===== src/rtl/pc_sequencer.sv =====
// rtl/pc_sequencer.sv - program counter sequencer with call/return stack and run/halt/fault control
module pc_sequencer #(
  parameter int ADDR_WIDTH  = 16,
  parameter int STACK_DEPTH = 8,
  parameter int INCR        = 4,
  parameter int RESET_ADDR  = 0
) (
  input  logic                                 clk,
  input  logic                                 rst,
  input  logic                                 en,
  input  logic [2:0]                           op,
  input  logic                                 cond,
  input  logic [ADDR_WIDTH-1:0]                target,
  input  logic                                 resume,
  output logic [ADDR_WIDTH-1:0]                pc,
  output logic                                 halted,
  output logic                                 fault,
  output logic [$clog2(STACK_DEPTH+1)-1:0]     depth
);

  localparam int DW = $clog2(STACK_DEPTH + 1);
  localparam int IW = (STACK_DEPTH > 1) ? $clog2(STACK_DEPTH) : 1;

  localparam logic [2:0] OP_JUMP   = 3'd1;
  localparam logic [2:0] OP_BRANCH = 3'd2;
  localparam logic [2:0] OP_CALL   = 3'd3;
  localparam logic [2:0] OP_RET    = 3'd4;
  localparam logic [2:0] OP_HALT   = 3'd5;

  typedef enum logic [1:0] {
    RUN    = 2'd0,
    HALTED = 2'd1,
    FAULT  = 2'd2
  } state_t;

  state_t                  state;
  logic [ADDR_WIDTH-1:0]   stack [0:(1<<IW)-1];
  logic [ADDR_WIDTH-1:0]   pc_inc;
  logic [ADDR_WIDTH-1:0]   stack_top;
  logic                    stack_full;
  logic                    stack_empty;
  logic                    push;

  assign pc_inc      = pc + ADDR_WIDTH'(INCR);
  assign stack_full  = (depth == DW'(STACK_DEPTH));
  assign stack_empty = (depth == '0);
  assign stack_top   = stack[IW'(depth - DW'(1))];
  assign push        = (state == RUN) && en && (op == OP_CALL) && !stack_full;

  // Entries carry no reset; depth alone decides which ones are live.
  always_ff @(posedge clk) begin
    if (push) begin
      stack[IW'(depth)] <= pc_inc;
    end
  end

  always_ff @(posedge clk or negedge rst) begin
    if (!rst) begin
      state  <= RUN;
      pc     <= ADDR_WIDTH'(RESET_ADDR);
      depth  <= '0;
      halted <= 1'b0;
      fault  <= 1'b0;
    end else begin
      case (state)
        RUN: begin
          if (en) begin
            case (op)
              OP_JUMP:   pc <= target;
              OP_BRANCH: pc <= cond ? target : pc_inc;
              OP_CALL: begin
                if (stack_full) begin
                  fault  <= 1'b1;
                  halted <= 1'b1;
                  state  <= FAULT;
                end else begin
                  pc    <= target;
                  depth <= depth + DW'(1);
                end
              end
              OP_RET: begin
                if (stack_empty) begin
                  fault  <= 1'b1;
                  halted <= 1'b1;
                  state  <= FAULT;
                end else begin
                  pc    <= stack_top;
                  depth <= depth - DW'(1);
                end
              end
              OP_HALT: begin
                halted <= 1'b1;
                state  <= HALTED;
              end
              default:   pc <= pc_inc;
            endcase
          end
        end
        HALTED: begin
          if (resume) begin
            halted <= 1'b0;
            pc     <= pc_inc;
            state  <= RUN;
          end
        end
        // FAULT is terminal until reset.
        default: begin
        end
      endcase
    end
  end

endmodule


===== config.mk =====
export PLATFORM = sky130hd
export DESIGN_NAME = pc_sequencer
export DESIGN_NICKNAME = d
export VERILOG_FILES = /design/src/rtl/pc_sequencer.sv
export SDC_FILE = /design/constraint.sdc
export NUM_CORES = 1
export LEC_CHECK = 0
export BUFFER_PORTS_ARGS = -buffer_cell sky130_fd_sc_hd__clkbuf_2
export CORE_ASPECT_RATIO = 1.4
export CORE_UTILIZATION = 60
export DETAILED_ROUTE_END_ITERATION = 10
export PLACE_DENSITY = 0.79
export SYNTH_ARGS = -nofsm -noshare
export SYNTH_HDL_FRONTEND = slang
export SYNTH_SLANG_ARGS = --single-unit

===== constraint.sdc =====
create_clock -name clk -period 3.42 [get_ports clk]
set_clock_uncertainty 0.1 [all_clocks]
set_input_delay 0.171 -clock clk [delete_from_list [all_inputs] [get_ports clk]]
set_output_delay 0.171 -clock clk [all_outputs]
set_load 0.005 [all_outputs]

==> summary.md, run 1 <==
* 2800 ps — Final min period
* 620 ps — reg-to-reg setup timing slack
* 14.8 µm² — Mapped Avg Cell Area
* 452 — synthesized instance count
* 0.508 — worst max-slew margin expressed relative to the limit
* 0.00445 mm² — total area of sequential cells
* 0 — number of diodes
* sky130_fd_sc_hd__nand3_1 — cell with the most instances on the worst path
* 23.6 µm — routed len/inst
* 4 — H-tree levels
* sky130_fd_sc_hd__edfxtp_1 (128), sky130_fd_sc_hd__clkbuf_2 (45), sky130_fd_sc_hd__nand3_1 (29) — top library cells by usage in the layout, fill and taps aside
* 0.875 — gp weighted congestion
* 0.0116 mm² — Die Outline Area
* 2.51 mW — Switch Pwr
* 0 — Final ANT Viol Nets
* 0 — Post-route DRC
* 4.59 mW — Internal Pwr Total
* 733 ps — transition at the pin with the smallest max-transition slack
* 0.0744 — synthesized-area fraction occupied by ao, oa, aoi and oai cells
* 0 — final count of hold timing violations
* sky130_fd_sc_hd__edfxtp_1 — most area-hungry cell type in the Yosys netlist
* 548 — number of nets in the layout
* 0.299 — overall global routing resource usage
* 0 — endpoints failing setup
* 0.383 — sequential share of power
* 152 — number of sinks on the clock net
* 152 — Synth Register Bits
* 698 — fill count
* register — crit path launch type
* yes — clock tree from TritonCTS
* 0 — number of maximum-capacitance violations
* 0 — antenna violations before repair
* 0.115 — post-synthesis mux area share
* 46 — IO Pins
* 4367 — via count
* inv_1, ha_2, buf_12, mux2i_1, nand3_1, nand3_1, a2bb2oi_1, o31ai_1 — cell chain of the critical path
* 42 — largest net degree at the start of global routing
* 2970 ps — worst endpoint data arrival time
* 24900 µm — global-route wire length before repair
* sky130_fd_sc_hd__ha_2 — master of the slowest instance on the critical path
* 91.1 µm — die extent in x
* input pin to register — Hold/Removal Path Class
* 5 — DR pass1 iterations
* sky130_fd_sc_hd__edfxtp_1 (58%), sky130_fd_sc_hd__dfrtp_1 (9.0%), sky130_fd_sc_hd__mux4_2 (4.4%) — largest cells by area after synthesis
* 357 MHz — Max Clock Freq
* register — endpoint type of the worst setup path
* 480 — net count after synthesis
* 0 ps — setup tns final
* 0.617 — effective utilization at floorplan
* 31 — largest driver fanout on the critical path
* sky130_fd_sc_hd__edfxtp_1 — most frequent standard cell in the layout excluding fill and tap cells
* no — setup repair after global routing missed its margin
* 0 — total setup buffers inserted after CTS
* 0.819 — final worst path period share
* 17.9 ps — Final Hold Slack
* 45 — Std-Cell Rows
* 477 µV — Max VDD drop
* 2.81 nW — leakage power
* 619 ps — final setup slack of the worst path
* 0.00750 — arithmetic-cell share of the synthesized area counting full adders, half adders and majority gates
* 911 mW/mm² — Power Dens Cells
* 0.158 — Synth async-reset ratio
* 60 ps — clock transition time at the flip-flop clock pins of the worst setup and hold paths
* 0.255 — clock share of power
* 3580 ps — required time at the worst-slack endpoint
* 680 ps — maximum single-stage delay on the critical path
* 17 — TritonCTS Buffers
* 53 — Netlist cell types
* 410 ps — clock latency reported for the late side of the worst-skew pair
* 127 µm — Die Span Y
* 0.354 — sw frac
* 0.666 — sequential area share after synthesis
* 15900 µm — Detailed Route WL
* 4488 — number of global-route vias before repair
* 0.576 — proportion of netlist area held by the largest area contributor
* finished, final reports clean — result of the run
* register to register — startpoint-to-endpoint class of the critical path
* 0.0906 — share of synthesized cell area in and, or, nand and nor gates
* 10000 µm — HPWL after detailed placement
* 0.220 — layout cell share with drive strength beyond 1
* 0 — overflow left after global routing
* 0 — Synthesis Warnings
* 0.0108 mm² — Placeable Area
* 0.00667 mm² — post-synth design cell area
* sky130_fd_sc_hd__edfxtp_1 — top_reg_cell synth
* 2 — Longest Clk Path Bufs
* 0.0264 — Post-Synth XOR/XNOR Area
* 0.00210 mm² — area of combinational cells with multiple inputs
* multiplexers — largest family of logic cells by synthesized area
* 0 — final slew viol count
* 501 — DRC marker count from the first detailed-route iteration
* 6.48 — post-detailed-route via-to-cell ratio
* 128 — EDFF count, synth
* 45 — number of port buffers
* sky130_fd_sc_hd__clkbuf_16 — buffer type at the clock tree root
* 0.363 — logic gate share of total power
* 16.9% — area overhead of the layout relative to synthesis
* 679 ps — worst setup timing slack at the placement stage
==> path summary, 6_finish.rpt <==
check	start	to	cells after the start
worst min-delay path	target[11]	pc[11]	3
worst max register to register	depth[1]	pc[3]	8
max in group asynchronous	rst	depth[0]	2
min in group asynchronous	rst	fault	2
worst min register to register	fault	fault	1
worst max-delay path	depth[1]	pc[3]	8
==> through the flow <==
step | instance area, µm² | instances | power, mW | util
floorplan | 6670 | 452 | 4.46 | -
global placement | 7150 | 634 | 5.17 | 0.661
detailed placement | 7150 | 634 | 5.27 | 0.661
CTS | 7800 | 674 | 7.10 | 0.722
global route | 7800 | 674 | 7.41 | 0.722
finish | 7800 | 674 | 7.10 | 0.722
==> critical path, delay by kind of cell (launching register included) <==
family / cells / cell delay [ps]
multiplexers: 1 / 310
buffers and inverters: 2 / 430
adder cells (fa/ha/maj): 1 / 680
AO/OA/AOI/OAI: 2 / 280
AND/OR/NAND/NOR: 2 / 310
flip-flops: 1 / 510
==> power by group through the flow <==
stage	clock network, mW	registers [mW]	logic, mW
floorplan	0	2.65	1.81
global placement	0	2.73	2.44
detailed placement	0	2.74	2.52
CTS	1.83	2.71	2.56
global route	1.89	2.75	2.77
finish	1.81	2.72	2.58
==> final cells by class <==
class / count / share of cell area
multi-input cells: 271 / 0.270
clock inverters: 15 / 0.0191
clock buffers: 17 / 0.0545
inverters: 5 / 0.00241
flip-flops and latches: 152 / 0.570
repair buffers: 73 / 0.0616
well taps: 141 / 0.0226
==> cell usage after synthesis (2+ instances only) <==
library cell                number
sky130_fd_sc_hd__xnor2_1         7
sky130_fd_sc_hd__nor2_1         27
sky130_fd_sc_hd__mux4_2         13
sky130_fd_sc_hd__clkbuf_1        7
sky130_fd_sc_hd__nand3_1        29
sky130_fd_sc_hd__xor2_1         10
sky130_fd_sc_hd__buf_2          10
sky130_fd_sc_hd__and2_1          2
sky130_fd_sc_hd__nand4_1         6
sky130_fd_sc_hd__mux2_2          3
sky130_fd_sc_hd__o22ai_1         3
sky130_fd_sc_hd__mux2i_1        28
sky130_fd_sc_hd__ha_1            4
sky130_fd_sc_hd__inv_1           5
sky130_fd_sc_hd__nor2b_1         4
sky130_fd_sc_hd__edfxtp_1      128
sky130_fd_sc_hd__and4_1          3
sky130_fd_sc_hd__nand2b_1        5
sky130_fd_sc_hd__o221ai_1        2
sky130_fd_sc_hd__mux4_1          6
sky130_fd_sc_hd__a2bb2oi_1       6
sky130_fd_sc_hd__nand3b_1        2
sky130_fd_sc_hd__a221oi_1        6
sky130_fd_sc_hd__o21ai_0        16
sky130_fd_sc_hd__nor4_1          2
sky130_fd_sc_hd__a31oi_1         2
sky130_fd_sc_hd__nand2_1        28
sky130_fd_sc_hd__or3_1           2
sky130_fd_sc_hd__a2111oi_0       2
sky130_fd_sc_hd__buf_1           3
sky130_fd_sc_hd__dfrtp_1        24
sky130_fd_sc_hd__a21oi_1        23
sky130_fd_sc_hd__a311oi_1        2
sky130_fd_sc_hd__a31o_2          2
sky130_fd_sc_hd__nor3b_1         3
sky130_fd_sc_hd__buf_4           4
sky130_fd_sc_hd__nor3_1          7
==> state kept, by name, summed over array words and instances, names as in the netlist <==
register	flops
state	2
pc	16
depth	4
stack	128
fault	1
halted	1
==> repair_timing <==
action / in CTS / in global routing
hold buffers: 8 / 0
endpoints found under the hold margin: 32 / 0
gates resized for setup: 0 / 0
==> kinds of logic (layout without fill, tap and decap cells) <==
| group | after synthesis | count (layout) |
|---|---|---|
| compound gates | 76 | 76 |
| xor+xnor | 18 | 18 |
| fa+ha+maj | 4 | 4 |
| buf+inv | 29 | 110 |
| flops | 152 | 152 |
| mux | 50 | 50 |
| simple gates | 123 | 123 |
==> per-layer routing <==
metal / vias to the layer above / track usage / wire, µm
met1: 2147 / 0.382 / 6030
met3: 45 / 0.0713 / 1500
met2: 270 / 0.475 / 7820
met5: - / 0 / 0
li1: 1905 / - / -
met4: 0 / 0.169 / 588
Note: power is estimated with default switching activity, not from simulation.
==> inputs of run 2 (changes only) <==
CORE_UTILIZATION = 54   (was 60)
PLACE_DENSITY = 0.75   (was 0.79)
clock period = 2.4 ns   (was 3.42 ns; I/O delays follow)
==> run 2 against run 1 <==
Net effect: flip-flop and latch count did not move; worst setup slack got worse by 550 ps; global-route usage down 1.4 points; cell area rose by 6.8%; clock power is 51% higher; worst hold slack worse by 12 ps; die area is 11% higher; final cell count rose by 7.0%; via count is 3.8% higher; sequential power increased by 39%; critical path depth increased by 1; first-iteration DRC count is 17% lower; critical path type unchanged.
==> summary.md, run 2 (same netlist as run 1, synthesis figures left out) <==
* 70 ps — clock transition time at the flip-flop clock pins of the worst setup and hold paths
* 0 — number of maximum-capacitance violations
* 128 — max FFs per register
* sky130_fd_sc_hd__dfrtp_2 — master of the slowest instance on the critical path
* 0.559 — effective utilization at floorplan
* yes — setup repair after global routing missed its margin
* sky130_fd_sc_hd__edfxtp_1 (128), sky130_fd_sc_hd__clkbuf_2 (45), sky130_fd_sc_hd__buf_4 (45) — top library cells by usage in the layout, fill and taps aside
* yes — clock tree from TritonCTS
* inv_6, ha_4, xor2_4, buf_12, buf_4, mux2i_1, a2bb2oi_1, a2111oi_1, a211oi_1 — cell chain of the critical path
* finished, final reports clean — result of the run
* 10600 µm — HPWL after detailed placement
* 6.29 — post-detailed-route via-to-cell ratio
* 43.7 ps — worst setup timing slack at the placement stage
* register to register — startpoint-to-endpoint class of the critical path
* register — crit path launch type
* 4646 — number of global-route vias before repair
* 589 — number of nets in the layout
* sky130_fd_sc_hd__edfxtp_1 — most frequent standard cell in the layout excluding fill and tap cells
* 429 MHz — Max Clock Freq
* 3 — Buffers & Inverters on Critical Path
* 2330 ps — Final min period
* 5 — DR pass1 iterations
* 3.04 nW — leakage power
* 23.5 µm — routed len/inst
* 11.0 mW — Power, Total
* 0.285 — overall global routing resource usage
* 430 ps — maximum single-stage delay on the critical path
* 152 — number of sinks on the clock net
* register — endpoint type of the worst setup path
* 17 — TritonCTS Buffers
* 410 ps — clock latency reported for the late side of the worst-skew pair
* 0 — antenna violations before repair
* 0.971 — final worst path period share
* 0.294 — layout cell share with drive strength beyond 1
* 0.698 — post-layout utilization of the core
* 134 µm — Die Span Y
* stack — largest register by flop count
* 0 — number of diodes
* 0.248 — clock share of power
* sky130_fd_sc_hd__clkbuf_16 — buffer type at the clock tree root
* 96.0 µm — die extent in x
* 2 — Longest Clk Path Bufs
* 2570 ps — required time at the worst-slack endpoint
* depth[0] — FF-to-FF Start
* 1320 mW/mm² — Power Dens Cells
* pc[2] — Critical Path End
* 27 — largest net degree at the start of global routing
* 24.8% — area overhead of the layout relative to synthesis
* stack: 128 flops, pc: 16 flops, depth: 4 flops — largest registers
* 0 — endpoints failing setup
* 25700 µm — global-route wire length before repair
* 4 — H-tree levels
* 0.00218 mm² — area of combinational cells with multiple inputs
* 794 µV — Max VDD drop
* pc[2] — Reg2Reg Capture Point
* 0 — overflow left after global routing
* depth[0] — crit path from
* 46 — IO Pins
* 0 — Final ANT Viol Nets
* 7.11 mW — Internal Pwr Total
* 0.00445 mm² — total area of sequential cells
* 70 ps — reg-to-reg setup timing slack
* 4533 — via count
* 0 — final slew viol count
* 785 — fill count
* 9 — worst reg2reg path depth
* 2500 ps — worst endpoint data arrival time
* 694 ps — transition at the pin with the smallest max-transition slack
* 45 — number of port buffers
* 0.0119 mm² — Placeable Area
* 0.0128 mm² — Die Outline Area
* 0.409 — logic gate share of total power
* 3.90 mW — Switch Pwr
* 9 — cell count along the critical path
* 9 — largest driver fanout on the critical path
* input pin to register — Hold/Removal Path Class
* compound AO/OA/AOI/OAI gates — cell family with most CP delay
* 68.5 ps — final setup slack of the worst path
* 417 — DRC marker count from the first detailed-route iteration
* 0.910 — gp weighted congestion
* 47 — Std-Cell Rows
* 0 — final count of hold timing violations
* 16900 µm — Detailed Route WL
* 0 — Post-route DRC
* 0.343 — sequential share of power
* 0.537 — worst max-slew margin expressed relative to the limit
* 0.354 — sw frac
run 2: cell type report:
cell class | instances | area share
flip-flops and latches | 152 | 0.534
multi-input cells | 271 | 0.262
repair buffers | 114 | 0.107
clock buffers | 17 | 0.0511
well taps | 147 | 0.0221
clock inverters | 15 | 0.0216
inverters | 5 | 0.00285
run 2: timing repair:
| item | 4_1_cts | 5_1_grt |
|---|---|---|
| setup endpoints to repair | 2 | 20 |
| setup buffers | 0 | 8 |
| resized for setup | 3 | 7 |
| hold buffers | 15 | 1 |
| hold endpoints to repair | 38 | 1 |
| gates cloned | 0 | 1 |
run 2: worst reg2reg max path: stages, from the launching register on:
cell,delay (ps)
sky130_fd_sc_hd__dfrtp_2,430
sky130_fd_sc_hd__inv_6,110
sky130_fd_sc_hd__ha_4,180
sky130_fd_sc_hd__xor2_4,180
sky130_fd_sc_hd__buf_12,160
sky130_fd_sc_hd__buf_4,180
sky130_fd_sc_hd__mux2i_1,220
sky130_fd_sc_hd__a2bb2oi_1,110
sky130_fd_sc_hd__a2111oi_1,400
sky130_fd_sc_hd__a211oi_1,100
run 2: metal layers:
layer / up-vias / global-route usage / part of all wire
li1: 1989 / - / -
met1: 2260 / 0.368 / 0.38
met2: 236 / 0.456 / 0.51
met3: 48 / 0.0542 / 0.063
met4: 0 / 0.146 / 0.037
met5: - / 0 / 0
run 2: stage by stage:
step / setup TNS [ps] / hold slack (ps) / cells / instance area, µm²
CTS: 0 / 0.138 / 711 / 8200
floorplan: -30.0 / -276 / 452 / 6750
global placement: 0 / 86.4 / 664 / 7440
finish: 0 / 6.06 / 721 / 8330
detailed placement: 0 / 98.2 / 664 / 7440
global route: -12.8 / 48.2 / 721 / 8330
run 2: how the worst min path moves through the flow:
stage | startpoint | endpoint | slack [ps] | depth (start not counted)
2_1_floorplan | rst | depth[0] | -280 | 0
3_3_place_gp | rst | fault | 90 | 1
3_5_place_dp | rst | state[1] | 100 | 1
4_1_cts | target[4] | pc[4] | 0.1 | 3
5_1_grt | target[4] | pc[4] | 50 | 3
6_report | target[4] | pc[4] | 6 | 3
run 2: power by group through the flow:
stage / sequential, mW / combinational [mW] / clock, mW
finish: 3.77 / 4.50 / 2.73
global route: 3.81 / 4.82 / 2.85
CTS: 3.76 / 4.09 / 2.76
detailed placement: 3.81 / 4.02 / 0
global placement: 3.80 / 3.91 / 0
floorplan: 3.79 / 2.69 / 0
==> inputs of run 3 (changes only) <==
PLACE_DENSITY = 0.77   (was 0.75)
==> run 3 against run 2 <==
Net effect: via count decreased by 1.3%; first-iteration DRC count rose by 7.0%; count of clock-buffer cells in the layout rose by 4; sequential share of layout area rose by 1.0 points; cell area decreased by 1.8%; final cell count shrank 1.2%; worst hold slack improved by 51 ps; wire length decreased by 1.4%; largest power group unchanged.
==> summary.md, run 3 (same netlist as run 1, synthesis figures left out) <==
* register to register — startpoint-to-endpoint class of the critical path
* 23.4 µm — routed len/inst
* 0 — Post-route DRC
* stack: 128 flops, pc: 16 flops, depth: 4 flops — largest registers
* 0 — number of diodes
* 0.0128 mm² — Die Outline Area
* sky130_fd_sc_hd__edfxtp_1 — most frequent standard cell in the layout excluding fill and tap cells
* 128 — max FFs per register
* 152 — number of sinks on the clock net
* register — crit path launch type
* 16700 µm — Detailed Route WL
* register — endpoint type of the worst setup path
* 87.0 ps — final setup slack of the worst path
* 0 — overflow left after global routing
* 42 — largest net degree at the start of global routing
* 712 — non-filler instance count after layout
* sky130_fd_sc_hd__clkbuf_16 — buffer type at the clock tree root
* 25000 µm — global-route wire length before repair
* 0.00739 mm² — post-detailed-placement cell area
* 0.278 — overall global routing resource usage
* 550 ps — maximum single-stage delay on the critical path
* 446 — DRC marker count from the first detailed-route iteration
* 10.5 mW — Power, Total
* 0 — final count of hold timing violations
* 17 — TritonCTS Buffers
* 0.0119 mm² — Placeable Area
* 47 — Std-Cell Rows
* 0.514 — worst max-slew margin expressed relative to the limit
* 4472 — via count
* 4 — H-tree levels
* 0 — antenna violations before repair
* stack — largest register by flop count
* 2590 ps — required time at the worst-slack endpoint
* 5 — DR pass1 iterations
* sky130_fd_sc_hd__edfxtp_1 (128), sky130_fd_sc_hd__clkbuf_2 (45), sky130_fd_sc_hd__buf_4 (37) — top library cells by usage in the layout, fill and taps aside
* yes — clock tree from TritonCTS
* 0 — final slew viol count
* 6.28 — post-detailed-route via-to-cell ratio
* 2.97 nW — leakage power
* 8.29 ps — worst setup timing slack at the placement stage
* 2 — Longest Clk Path Bufs
* 45 — number of port buffers
* 0 — number of maximum-capacitance violations
* 0 — Final ANT Viol Nets
* 0.00818 mm² — post-route cell area
* 0 ps — setup tns final
* 134 µm — Die Span Y
* 1290 mW/mm² — Power Dens Cells
* 0.559 — effective utilization at floorplan
* 420 ps — clock latency reported for the late side of the worst-skew pair
* 13 — largest driver fanout on the critical path
* yes — setup repair after global routing missed its margin
* 60 ps — clock transition time at the flip-flop clock pins of the worst setup and hold paths
* 432 MHz — Max Clock Freq
* 0.964 — final worst path period share
* 608 µV — Max VDD drop
* 2500 ps — worst endpoint data arrival time
* input pin to register — Hold/Removal Path Class
* 46 — IO Pins
* 10700 µm — HPWL after detailed placement
* 0.274 — layout cell share with drive strength beyond 1
* 4517 — number of global-route vias before repair
* 2310 ps — Final min period
* 22.5% — area overhead of the layout relative to synthesis
* 580 — number of nets in the layout
* finished, final reports clean — result of the run
* 729 ps — transition at the pin with the smallest max-transition slack
* 0 — endpoints failing setup
* inv_4, ha_4, xor2_4, buf_12, mux4_1, nor2_1, a2bb2oi_1, o221ai_1 — cell chain of the critical path
* 96.0 µm — die extent in x
* sky130_fd_sc_hd__mux4_1 — master of the slowest instance on the critical path
* 0.948 — gp weighted congestion
* 662 — total instance count after detailed placement
[run 3: stage by stage]
step | utilization | hold slack (ps)
4_1_cts | 0.679 | 35.1
3_5_place_dp | 0.619 | 98.1
2_1_floorplan | - | -276
3_3_place_gp | 0.619 | 87.6
6_report | 0.685 | 57.2
5_1_grt | 0.685 | 74.9
[run 3: layout make-up]
type,instances,area (µm²)
repair buffers,105,790
flip-flops and latches,152,4450
clock inverters,11,98.8
well taps,147,184
clock buffers,21,460
fillers,809,3760
inverters,5,21.3
multi-input cells,271,2180
[run 3: critical path, delay by kind of cell, from the launching register on]
family          cells  cell delay, ps
flops               1             420
mux                 1             550
simple gates        1             100
xor+xnor            1             190
fa+ha+maj           1             190
buf+inv             2             290
compound gates      2             330
[run 3: worst paths after layout]
path	start	endpoint	slack, ps	cells past startpoint
max	depth[0]	pc[13]	90	8
min	target[12]	pc[12]	60	4
max reg2reg	depth[0]	pc[13]	90	8
min reg2reg	fault	fault	420	1
max in group asynchronous	rst	depth[0]	1500	2
min in group asynchronous	rst	state[0]	200	2
[run 3: what timing repair did]
action / in CTS / in global routing
endpoints found under the setup margin: 3 / 10
hold endpoints to repair: 40 / 0
buffers inserted: 0 / 1
resized for setup: 2 / 7
hold buffers: 17 / 0
gates cloned: 0 / 1
[run 3: per-layer routing]
metal / wire length [µm] / global-route usage
met5: 0 / 0
met4: 614 / 0.135
met3: 1340 / 0.0531
met2: 8490 / 0.446
met1: 6240 / 0.362
[run 3: where the power goes]
| part | internal [mW] | switching, mW |
|---|---|---|
| logic | 1.89 | 2.32 |
| clock network | 1.48 | 1.01 |
| registers | 3.47 | 0.349 |
| total | 6.83 | 3.68 |
